`src/rtl/master_arbiter_if.sv`:
```
// Handshake/status bundle between the redundant-CPU master arbiter and the rest of the core.
interface master_arbiter_if;
    logic       io_a;
    logic       io_b;
    logic       com_swi;
    logic       force_swi;
    logic       switch;
    logic       reset_A;
    logic       reset_B;
    logic       busy;
    logic       fault;
    logic       cmd_rej;
    logic [7:0] switch_cnt;

    modport slave (
        input  io_a, io_b, com_swi, force_swi,
        output switch, reset_A, reset_B, busy, fault, cmd_rej, switch_cnt
    );

    modport master (
        output io_a, io_b, com_swi, force_swi,
        input  switch, reset_A, reset_B, busy, fault, cmd_rej, switch_cnt
    );
endinterface

```
`src/rtl/master_arbiter.sv`:
```
// Picks master CPU (A/B), fails over after a health holdoff and pulses reset to the failed CPU.
// Define SWITCH_LOCKOUT_EN to enforce a minimum spacing between switchovers.
//
// state     | meaning
// ----------+-----------------------------------------------------------
// ACTIVE    | master healthy, accepting requests
// HOLDOFF   | master health lost, timing out before failover
// SWITCH    | one-cycle swap of the master select
// RESET_OLD | reset pulse to the deselected (failed) CPU
// BOTH_FAIL | master and standby both unhealthy, fault raised
module master_arbiter #(
    parameter int HOLDOFF_CYCLES     = 1000,
    parameter int RESET_PULSE_CYCLES = 100,
    parameter int CNT_W              = 16,
    parameter int LOCKOUT_CYCLES     = 5000
) (
    input  logic              clk,
    input  logic              rst_n,
    master_arbiter_if.slave   bus
);

    typedef enum logic [2:0] {
        ACTIVE    = 3'd0,
        HOLDOFF   = 3'd1,
        SWITCH    = 3'd2,
        RESET_OLD = 3'd3,
        BOTH_FAIL = 3'd4
    } state_t;

    localparam logic [CNT_W-1:0] HOLD_LAST  = CNT_W'(HOLDOFF_CYCLES - 1);
    localparam logic [CNT_W-1:0] PULSE_LAST = CNT_W'(RESET_PULSE_CYCLES - 1);

    state_t           state, state_nxt;
    logic [CNT_W-1:0] timer, timer_nxt;
    logic             fail_flag, fail_nxt;
    logic             switch_q, switch_nxt;
    logic             reset_a_q, reset_a_nxt;
    logic             reset_b_q, reset_b_nxt;
    logic             cmd_rej_q, cmd_rej_nxt;
    logic [7:0]       cnt_q, cnt_nxt;
    logic             master_ok, standby_ok, lock_active;

    assign master_ok  = switch_q ? bus.io_b : bus.io_a;
    assign standby_ok = switch_q ? bus.io_a : bus.io_b;

`ifdef SWITCH_LOCKOUT_EN
    localparam logic [CNT_W-1:0] LOCK_LOAD = CNT_W'(LOCKOUT_CYCLES);
    logic [CNT_W-1:0] lockout_q;

    always_ff @(posedge clk or negedge rst_n) begin
        if (!rst_n)
            lockout_q <= '0;
        else if (state == SWITCH)
            lockout_q <= LOCK_LOAD;
        else if (lockout_q != '0)
            lockout_q <= lockout_q - 1'b1;
    end

    assign lock_active = (lockout_q != '0);
`else
    // Lockout compiled out: constant-false, no storage.
    assign lock_active = (LOCKOUT_CYCLES < 0);
`endif

    always_comb begin
        state_nxt   = state;
        timer_nxt   = timer;
        fail_nxt    = fail_flag;
        switch_nxt  = switch_q;
        reset_a_nxt = reset_a_q;
        reset_b_nxt = reset_b_q;
        cmd_rej_nxt = 1'b0;
        cnt_nxt     = cnt_q;

        case (state)
            ACTIVE: begin
                if (bus.force_swi) begin
                    state_nxt = SWITCH;
                    fail_nxt  = 1'b0;
                end else if (bus.com_swi) begin
                    if (standby_ok && !lock_active) begin
                        state_nxt = SWITCH;
                        fail_nxt  = 1'b0;
                    end else begin
                        cmd_rej_nxt = 1'b1;
                    end
                end else if (!master_ok) begin
                    state_nxt = HOLDOFF;
                    timer_nxt = '0;
                end
            end

            HOLDOFF: begin
                // Timer parks at the last count so a lockout-delayed expiry stays pending.
                timer_nxt = (timer >= HOLD_LAST) ? timer : timer + 1'b1;
                if (bus.force_swi) begin
                    state_nxt = SWITCH;
                    fail_nxt  = 1'b0;
                end else if (bus.com_swi) begin
                    if (standby_ok && !lock_active) begin
                        state_nxt = SWITCH;
                        fail_nxt  = 1'b0;
                    end else begin
                        cmd_rej_nxt = 1'b1;
                    end
                end else if (master_ok) begin
                    state_nxt = ACTIVE;
                end else if ((timer >= HOLD_LAST) && !lock_active) begin
                    if (standby_ok) begin
                        state_nxt = SWITCH;
                        fail_nxt  = 1'b1;
                    end else begin
                        state_nxt = BOTH_FAIL;
                    end
                end
            end

            SWITCH: begin
                switch_nxt = ~switch_q;
                cnt_nxt    = (cnt_q == 8'hFF) ? cnt_q : cnt_q + 8'd1;
                timer_nxt  = '0;
                if (fail_flag) begin
                    state_nxt = RESET_OLD;
                    // The CPU being deselected is the one that failed.
                    if (switch_q)
                        reset_b_nxt = 1'b1;
                    else
                        reset_a_nxt = 1'b1;
                end else begin
                    state_nxt = ACTIVE;
                end
            end

            RESET_OLD: begin
                if (bus.com_swi)
                    cmd_rej_nxt = 1'b1;
                if (timer == PULSE_LAST) begin
                    state_nxt   = ACTIVE;
                    timer_nxt   = '0;
                    reset_a_nxt = 1'b0;
                    reset_b_nxt = 1'b0;
                end else begin
                    timer_nxt = timer + 1'b1;
                end
            end

            BOTH_FAIL: begin
                if (bus.force_swi) begin
                    state_nxt = SWITCH;
                    fail_nxt  = 1'b0;
                end else if (bus.com_swi) begin
                    cmd_rej_nxt = 1'b1;
                end else if (master_ok) begin
                    state_nxt = ACTIVE;
                end else if (standby_ok) begin
                    state_nxt = SWITCH;
                    fail_nxt  = 1'b0;
                end
            end

            default: state_nxt = ACTIVE;
        endcase
    end

    always_ff @(posedge clk or negedge rst_n) begin
        if (!rst_n) begin
            state     <= ACTIVE;
            timer     <= '0;
            fail_flag <= 1'b0;
            switch_q  <= 1'b0;
            reset_a_q <= 1'b0;
            reset_b_q <= 1'b0;
            cmd_rej_q <= 1'b0;
            cnt_q     <= '0;
        end else begin
            state     <= state_nxt;
            timer     <= timer_nxt;
            fail_flag <= fail_nxt;
            switch_q  <= switch_nxt;
            reset_a_q <= reset_a_nxt;
            reset_b_q <= reset_b_nxt;
            cmd_rej_q <= cmd_rej_nxt;
            cnt_q     <= cnt_nxt;
        end
    end

    assign bus.switch     = switch_q;
    assign bus.reset_A    = reset_a_q;
    assign bus.reset_B    = reset_b_q;
    assign bus.busy       = (state != ACTIVE) | lock_active;
    assign bus.fault      = (state == BOTH_FAIL);
    assign bus.cmd_rej    = cmd_rej_q;
    assign bus.switch_cnt = cnt_q;

endmodule

```
`src/flat_wrapper.sv`:
```
// flat-port wrapper written by rule: the top's interface ports become plain ports
module master_arbiter_flat 
#(
    parameter int HOLDOFF_CYCLES     = 1000,
    parameter int RESET_PULSE_CYCLES = 100,
    parameter int CNT_W              = 16,
    parameter int LOCKOUT_CYCLES     = 5000
)
  (clk, rst_n, bus_io_a, bus_io_b, bus_com_swi, bus_force_swi, bus_switch, bus_reset_A, bus_reset_B, bus_busy, bus_fault, bus_cmd_rej, bus_switch_cnt);
  master_arbiter_if bus_i ();
  input  logic clk;
  input  logic rst_n;
  input wire logic [$bits(bus_i.io_a)-1:0] bus_io_a;
  input wire logic [$bits(bus_i.io_b)-1:0] bus_io_b;
  input wire logic [$bits(bus_i.com_swi)-1:0] bus_com_swi;
  input wire logic [$bits(bus_i.force_swi)-1:0] bus_force_swi;
  output wire logic [$bits(bus_i.switch)-1:0] bus_switch;
  output wire logic [$bits(bus_i.reset_A)-1:0] bus_reset_A;
  output wire logic [$bits(bus_i.reset_B)-1:0] bus_reset_B;
  output wire logic [$bits(bus_i.busy)-1:0] bus_busy;
  output wire logic [$bits(bus_i.fault)-1:0] bus_fault;
  output wire logic [$bits(bus_i.cmd_rej)-1:0] bus_cmd_rej;
  output wire logic [$bits(bus_i.switch_cnt)-1:0] bus_switch_cnt;
  assign bus_i.io_a = bus_io_a;
  assign bus_i.io_b = bus_io_b;
  assign bus_i.com_swi = bus_com_swi;
  assign bus_i.force_swi = bus_force_swi;
  assign bus_switch = bus_i.switch;
  assign bus_reset_A = bus_i.reset_A;
  assign bus_reset_B = bus_i.reset_B;
  assign bus_busy = bus_i.busy;
  assign bus_fault = bus_i.fault;
  assign bus_cmd_rej = bus_i.cmd_rej;
  assign bus_switch_cnt = bus_i.switch_cnt;
  master_arbiter #(.HOLDOFF_CYCLES(HOLDOFF_CYCLES), .RESET_PULSE_CYCLES(RESET_PULSE_CYCLES), .CNT_W(CNT_W), .LOCKOUT_CYCLES(LOCKOUT_CYCLES)) u_core (.clk(clk), .rst_n(rst_n), .bus(bus_i));
endmodule
```
`config.mk`:
```
export PLATFORM = sky130hd
export DESIGN_NAME = master_arbiter_flat
export DESIGN_NICKNAME = d
export VERILOG_FILES = /design/src/rtl/master_arbiter_if.sv /design/src/rtl/master_arbiter.sv /design/src/flat_wrapper.sv
export SDC_FILE = /design/constraint.sdc
export NUM_CORES = 1
export LEC_CHECK = 0
export ABC_AREA = 1
export BUFFER_PORTS_ARGS = -buffer_cell sky130_fd_sc_hd__buf_2
export CAP_MARGIN = 25
export CORE_MARGIN = 8
export CORE_UTILIZATION = 45
export DETAILED_ROUTE_END_ITERATION = 8
export PLACE_DENSITY_LB_ADDON = 0.2
export SYNTH_ARGS = -nofsm -noshare
export SYNTH_HDL_FRONTEND = slang
export SYNTH_SLANG_ARGS = --single-unit
export TNS_END_PERCENT = 10
```
`constraint.sdc`:
```
create_clock -name clk -period 2.05 [get_ports clk]
set_clock_uncertainty 0.1 [all_clocks]
set_input_delay 0.205 -clock clk [delete_from_list [all_inputs] [get_ports clk]]
set_output_delay 0.205 -clock clk [all_outputs]
set_load 0.05 [all_outputs]
```
Word-level counts from Yosys, hierarchy flattened
Cells that the tools add are included.
Widths: inputs -> output; s select.
{"block": "totals", "in_bits": 6, "out_inout_bits": 14, "reg_bits": 32, "elab_cells": 95}
{"block": "classes", "addsub": 2, "eq_ne": 22, "n_bitwise": 2, "n_lt_le_gt_ge": 1, "n_reduce_logical": 12, "mux": 48}
{"operator": "$mux 16", "n": 5}
{"operator": "$pmux 16 s4", "n": 1}
{"operator": "$mux 3", "n": 13}
{"operator": "$mux 1", "n": 23}
{"operator": "$add 16x1->16 const B", "n": 1}
{"operator": "$eq 16x7->1 const B", "n": 1}
{"operator": "$ge 16x10->1 const B", "n": 1}
{"operator": "$pmux 3 s5", "n": 1}
{"operator": "$reduce_and 4->1", "n": 3}
{"operator": "$ne 2x2->1 const B", "n": 5}
{"operator": "$ne 3x3->1 const B", "n": 3}
{"operator": "$add 8x1->8 const B", "n": 1}
{"operator": "$eq 8x8->1 const B", "n": 1}
{"operator": "$ne 4x3->1 const B", "n": 2}
{"operator": "$ne 4x4->1 const B", "n": 2}
{"operator": "$reduce_and 7->1", "n": 1}
{"operator": "$eq 3x2->1 const B", "n": 2}
{"operator": "$ne 2x1->1 const B", "n": 3}
{"operator": "$pmux 1 s3", "n": 2}
{"operator": "$reduce_bool 3->1", "n": 2}
{"operator": "$ne 5x3->1 const B", "n": 1}
{"operator": "$reduce_and 5->1", "n": 1}
{"operator": "$pmux 1 s2", "n": 2}
{"operator": "$reduce_bool 4->1", "n": 1}
{"operator": "8 further kinds", "n": 9}

Logic depth before layout (Yosys ltp)
{"block": "depth", "depth_word": 7, "depth_mapped": 11}

Worst setup path before layout
Ideal clock, no wire load.
{"block": "synth_path", "kind": "register to register", "startpoint": "reg u_core.cnt_q[0] (netlist: u_core.bus.switch_cnt[0])", "endpoint": "reg u_core.cnt_q[0] (netlist: u_core.bus.switch_cnt[0])", "arrival_time_ns": 1.744, "synth_period_minus_slack_ns": 1.989, "stages_incl_launch_ff": 7, "setup_slack_ns": 0.061, "path_cell_list": "dfrtp_1 > ha_1 > nand3_1 > nor3_1 > a21oi_2 > buf_4 > xor2_1"}
{"block": "synth_between", "elab_chain_len": 3, "elab_cells_between_ends": 4, "classes_between": "add/sub: 1; eq/ne: 1; bitwise: 1; reduce/logical: 1"}
{"item": "start, declared", "line": "master_arbiter.sv:40", "source": "logic [7:0] cnt_q, cnt_nxt;"}
{"item": "start signal, assigned", "line": "master_arbiter.sv:183", "source": "cnt_q <= cnt_nxt;"}
{"item": "parallel branches: the longest is 3 deep, another holds $add 8x1->8"}
Several ways; the timed one is not identified.
A chain may end at the register's enable or synchronous reset.

Final worst setup path
{"block": "layout_path", "startpoint": "reg u_core.cnt_q[0] (netlist: u_core.bus.switch_cnt[0])", "endpoint": "reg u_core.cnt_q[4] (netlist: u_core.bus.switch_cnt[4])"}
Same word-level chain as after synthesis.

==> impl_table.tex <==
\begin{tabular}{lr}
\hline
Metric & Value \\
\hline
\multicolumn{2}{l}{\textbf{Outcome}} \\
Outcome & finished, final reports clean \\
\multicolumn{2}{l}{\textbf{Finish}} \\
Final instance area & 2441 µm² \\
Layout cells sized above 1 & roughly 15\% \\
Number of antenna diodes & 0 \\
Fraction of the core area covered by cells at the end of the flow & 51.68\% \\
Layout-stage area growth over the synthesis result & 10.60\% \\
Net total in the final layout & 361 \\
\multicolumn{2}{l}{\textbf{Floorplanning}} \\
Area of the core & around 4700 µm² \\
Die Footprint & 7402 µm² \\
Die span in y & around 86 µm \\
Boundary pin count & 20 \\
Initial standard-cell utilization of the core & between 40\% and 50\% \\
Die Width & 86.04 µm \\
Total number of placement rows & 25 \\
\multicolumn{2}{l}{\textbf{Timing}} \\
Final period demand of the worst path & about 1800 ps \\
RSZ-0062 raised after global routing & false \\
Final TNS setup & 0 ps \\
Worst slew margin relative to its limit & 51.37\% \\
Worst-Margin Slew & between 700 and 800 ps \\
Top achievable clock speed & 554.3 MHz \\
Hold Fails Final Rpt & 0 \\
Final critical-path share of the clock period & 88.01\% \\
Setup violations, final & 0 \\
Max-slew violation count & 0 \\
\multicolumn{2}{l}{\textbf{Logic synthesis}} \\
Average footprint of a synthesized cell & about 6.7 µm² \\
Gate Count Post-Synth & 328 \\
Mapped cell area & approximately 2200 µm² \\
Yosys warnings & 0 \\
Number of synthesized register bits & 32 \\
Seq/Total Area, Yosys & 36.28\% \\
Distinct cells, synth & 30 \\
Mapped Nets & 336 \\
\multicolumn{2}{l}{\textbf{GRT}} \\
Initial antenna violation count & 0 \\
Maximum number of pins on one net before global-route repair & 33 \\
Number of global-route vias before repair & between 2,000 and 2,500 \\
Overflow after GRT & 0 \\
Global-route wire length before repair & 9114 µm \\
Total track usage & 15.30\% \\
\multicolumn{2}{l}{\textbf{Worst setup path}} \\
Critical Path Slowest Stage Cell & sky130\_fd\_sc\_hd\_\_dfrtp\_1 \\
Slowest Stage Delay on Critical Path & 390 ps \\
Reg-to-reg slack, setup & about 250 ps \\
Crit path arrival time & 1870 ps \\
Crit Path Max Fanout & 8 \\
Number of cells traversed by the worst register-to-register path & 7 \\
Required time at the endpoint of the critical path & between 2000 and 2500 ps \\
Type of the setup path with the least slack & reg -> reg \\
Critical path endpoint category & flop \\
Cell breakdown of the critical path & ha\_1 -> nand3\_1 -> nor3\_1 -> a21oi\_2 -> buf\_4 -> nand2\_1 -> o21ai\_1 \\
Startpoint type of the worst setup path & flop \\
\multicolumn{2}{l}{\textbf{Clocking}} \\
Clk buf depth & 2 \\
CTS Sinks & 32 \\
Number of buffers inserted during clock tree synthesis & 5 \\
Clock tree from TritonCTS & done \\
Clock tree root driver cell & sky130\_fd\_sc\_hd\_\_clkbuf\_8 \\
Number of levels the H-tree was split into & 2 \\
Clock transition at the registers of the reported paths & 60 ps \\
Clock latency on the worst-skew pair & roughly 280 ps \\
\multicolumn{2}{l}{\textbf{Routing}} \\
Via total after detailed routing & 2,049 \\
Final routed wirelength across all metal layers & 4944 µm \\
Router iterations before antenna repair & 4 \\
First DRT Iteration DRCs & 90 \\
Total DRC errors in the routed layout & 0 \\
DR WL/cell & between 10 and 15 µm \\
Antenna-violating nets left & 0 \\
Number of vias per cell after detailed routing & 4.902 \\
\multicolumn{2}{l}{\textbf{Power and ir drop}} \\
Largest vdd supply drop & 0.0008941 V \\
Power density over the cells & 1148 nW/µm² \\
P\_leak & 1.232 nW \\
\multicolumn{2}{l}{\textbf{Hold path}} \\
Number of instances on the worst hold path & 3 \\
Type of the worst min-delay path & in -> reg \\
\multicolumn{2}{l}{\textbf{Placement}} \\
Final RePlAce weighted congestion & 0.8530 \\
Total cell area at the placement stage & 2362 µm² \\
DP HPWL & 3804 µm \\
IO Port Bufs & 19 \\
\multicolumn{2}{l}{\textbf{Job}} \\
Number of violations of the max-capacitance limit & 0 \\
\hline
\end{tabular}
-- cell families (layout without fill, tap and decap cells) --
logic type / count (synthesis) / in the layout / share of synthesized area [%]
xor+xnor: 11 / 11 / 4.365
buf+inv: 44 / 67 / 8.673
flops: 32 / 32 / 36.28
simple gates: 211 / 211 / 41.95
compound gates: 28 / 28 / 7.597
fa+ha+maj: 2 / 2 / 1.134
-- cells in the final DEF, fill, tap and decap left out, types with 3 or more instances in the layout --
cell,synthesis,routed
sky130_fd_sc_hd__nand2_1,110,110
sky130_fd_sc_hd__nand3_2,3,3
sky130_fd_sc_hd__nand4_1,5,5
sky130_fd_sc_hd__nor2_1,39,39
sky130_fd_sc_hd__a21oi_1,5,5
sky130_fd_sc_hd__o21ai_2,3,3
sky130_fd_sc_hd__inv_2,5,5
sky130_fd_sc_hd__o21ai_0,8,8
sky130_fd_sc_hd__nand3_1,31,31
sky130_fd_sc_hd__inv_1,34,34
sky130_fd_sc_hd__dfrtp_1,32,32
sky130_fd_sc_hd__xor2_1,10,10
sky130_fd_sc_hd__buf_2,1,19
sky130_fd_sc_hd__clkbuf_8,0,5
sky130_fd_sc_hd__nand2_2,8,8
sky130_fd_sc_hd__o21ai_1,6,6
sky130_fd_sc_hd__nor2_2,3,3
sky130_fd_sc_hd__nor3_1,8,8
-- sequential cells by signal (all words and copies together) (netlist names) --
signal	flops
u_core.bus.cmd_rej	1
u_core.bus.switch_cnt	8
u_core.bus.switch	1
u_core.timer	16
u_core.bus.reset_A	1
u_core.state	3
u_core.bus.reset_B	1
u_core.fail_flag	1
-- worst max-delay path, delay by kind of cell, from the launching register on --
| kind | cells | cell delay [ps] |
|---|---|---|
| adders and majority gates | 1 | 210 |
| AOI/OAI and AO/OA | 2 | 250 |
| DFF | 1 | 390 |
| and+or+nand+nor | 3 | 520 |
| buffers and inverters | 1 | 200 |
-- synth_stat cells --
library cell	number	share of area (%)
sky130_fd_sc_hd__a21oi_1	5	1.1
sky130_fd_sc_hd__a21oi_2	2	0.79
sky130_fd_sc_hd__buf_2	1	0.23
sky130_fd_sc_hd__buf_4	1	0.34
sky130_fd_sc_hd__buf_6	1	0.51
sky130_fd_sc_hd__buf_8	1	0.68
sky130_fd_sc_hd__dfrtp_1	32	36
sky130_fd_sc_hd__ha_1	2	1.1
sky130_fd_sc_hd__inv_1	34	5.8
sky130_fd_sc_hd__inv_2	5	0.85
sky130_fd_sc_hd__inv_4	1	0.28
sky130_fd_sc_hd__nand2_1	110	19
sky130_fd_sc_hd__nand2_2	8	2.3
sky130_fd_sc_hd__nand2_4	1	0.51
sky130_fd_sc_hd__nand3_1	31	7.0
sky130_fd_sc_hd__nand3_2	3	1.4
sky130_fd_sc_hd__nand3b_1	1	0.34
sky130_fd_sc_hd__nand4_1	5	1.4
sky130_fd_sc_hd__nor2_1	39	6.6
sky130_fd_sc_hd__nor2_2	3	0.85
sky130_fd_sc_hd__nor2_4	2	1.0
sky130_fd_sc_hd__nor3_1	8	1.8
sky130_fd_sc_hd__o211ai_1	2	0.68
sky130_fd_sc_hd__o21ai_0	8	1.8
sky130_fd_sc_hd__o21ai_1	6	1.4
sky130_fd_sc_hd__o21ai_2	3	1.2
sky130_fd_sc_hd__o22ai_1	1	0.28
sky130_fd_sc_hd__o31ai_1	1	0.34
sky130_fd_sc_hd__xnor2_1	1	0.40
sky130_fd_sc_hd__xor2_1	10	4.0
-- final timing paths --
kind                                                            from                              endpoint
worst max-delay path            u_core.bus.switch_cnt[0]$_DFFE_PN0P_  u_core.bus.switch_cnt[4]$_DFFE_PN0P_
worst min register to register        u_core.bus.reset_A$_DFFE_PN0P_        u_core.bus.reset_A$_DFFE_PN0P_
max in group asynchronous                                      rst_n           u_core.state[2]$_DFFE_PN0P_
worst min-delay path                                     bus_com_swi          u_core.bus.cmd_rej$_DFF_PN0_
worst max register to register  u_core.bus.switch_cnt[0]$_DFFE_PN0P_  u_core.bus.switch_cnt[4]$_DFFE_PN0P_
min in group asynchronous                                      rst_n  u_core.bus.switch_cnt[0]$_DFFE_PN0P_
-- metrics by stage --
| step | cells | power (W) | hold slack [ps] | setup WS, ps |
|---|---|---|---|---|
| after detailed placement | 412 | 0.002405 | 214.3 | 196.5 |
| final | 418 | 0.002802 | 95.36 | 245.8 |
| after global placement | 412 | 0.002391 | 211.7 | 265.3 |
| after floorplan | 328 | 0.002115 | -190.6 | 61.16 |
| after CTS | 418 | 0.002845 | 85.01 | 190.3 |
| after global routing | 418 | 0.003044 | 109.2 | 106.0 |
-- area by class of cell --
type,count,area (µm²)
Fill cell,480,2282
Multi-Input combinational cell,252,1215
Sequential cell,32,800.8
Inverter,40,152.6
Timing Repair Buffer,22,120.1
Tap cell,67,83.83
Clock buffer,5,68.82
-- routing by layer --
metal,vias to the layer above,wire length (µm),part of all wire [%],GRT usage (%)
li1,1087,-,-,-
met3,6,190,3.8,3.152
met1,918,2263,46,17.86
met5,-,0,0,0
met4,0,73,1.5,6.051
met2,38,2416,49,26.52
-- power by group --
part | switching, W | leakage, nW | total (W) | internal, W
Clock | 0.000204 | 0.0359 | 0.000422 | 0.000218
Sequential | 0.000145 | 0.429 | 0.000911 | 0.000765
Combinational | 0.00110 | 0.767 | 0.00147 | 0.000370
-- timing repair --
| item | in CTS | in global routing |
|---|---|---|
| resized for setup | 0 | 0 |
| hold buffers | 1 | 0 |
| buffers inserted | 0 | 0 |
| hold endpoints to repair | 32 | 0 |
(Power assumes the default switching activity.)
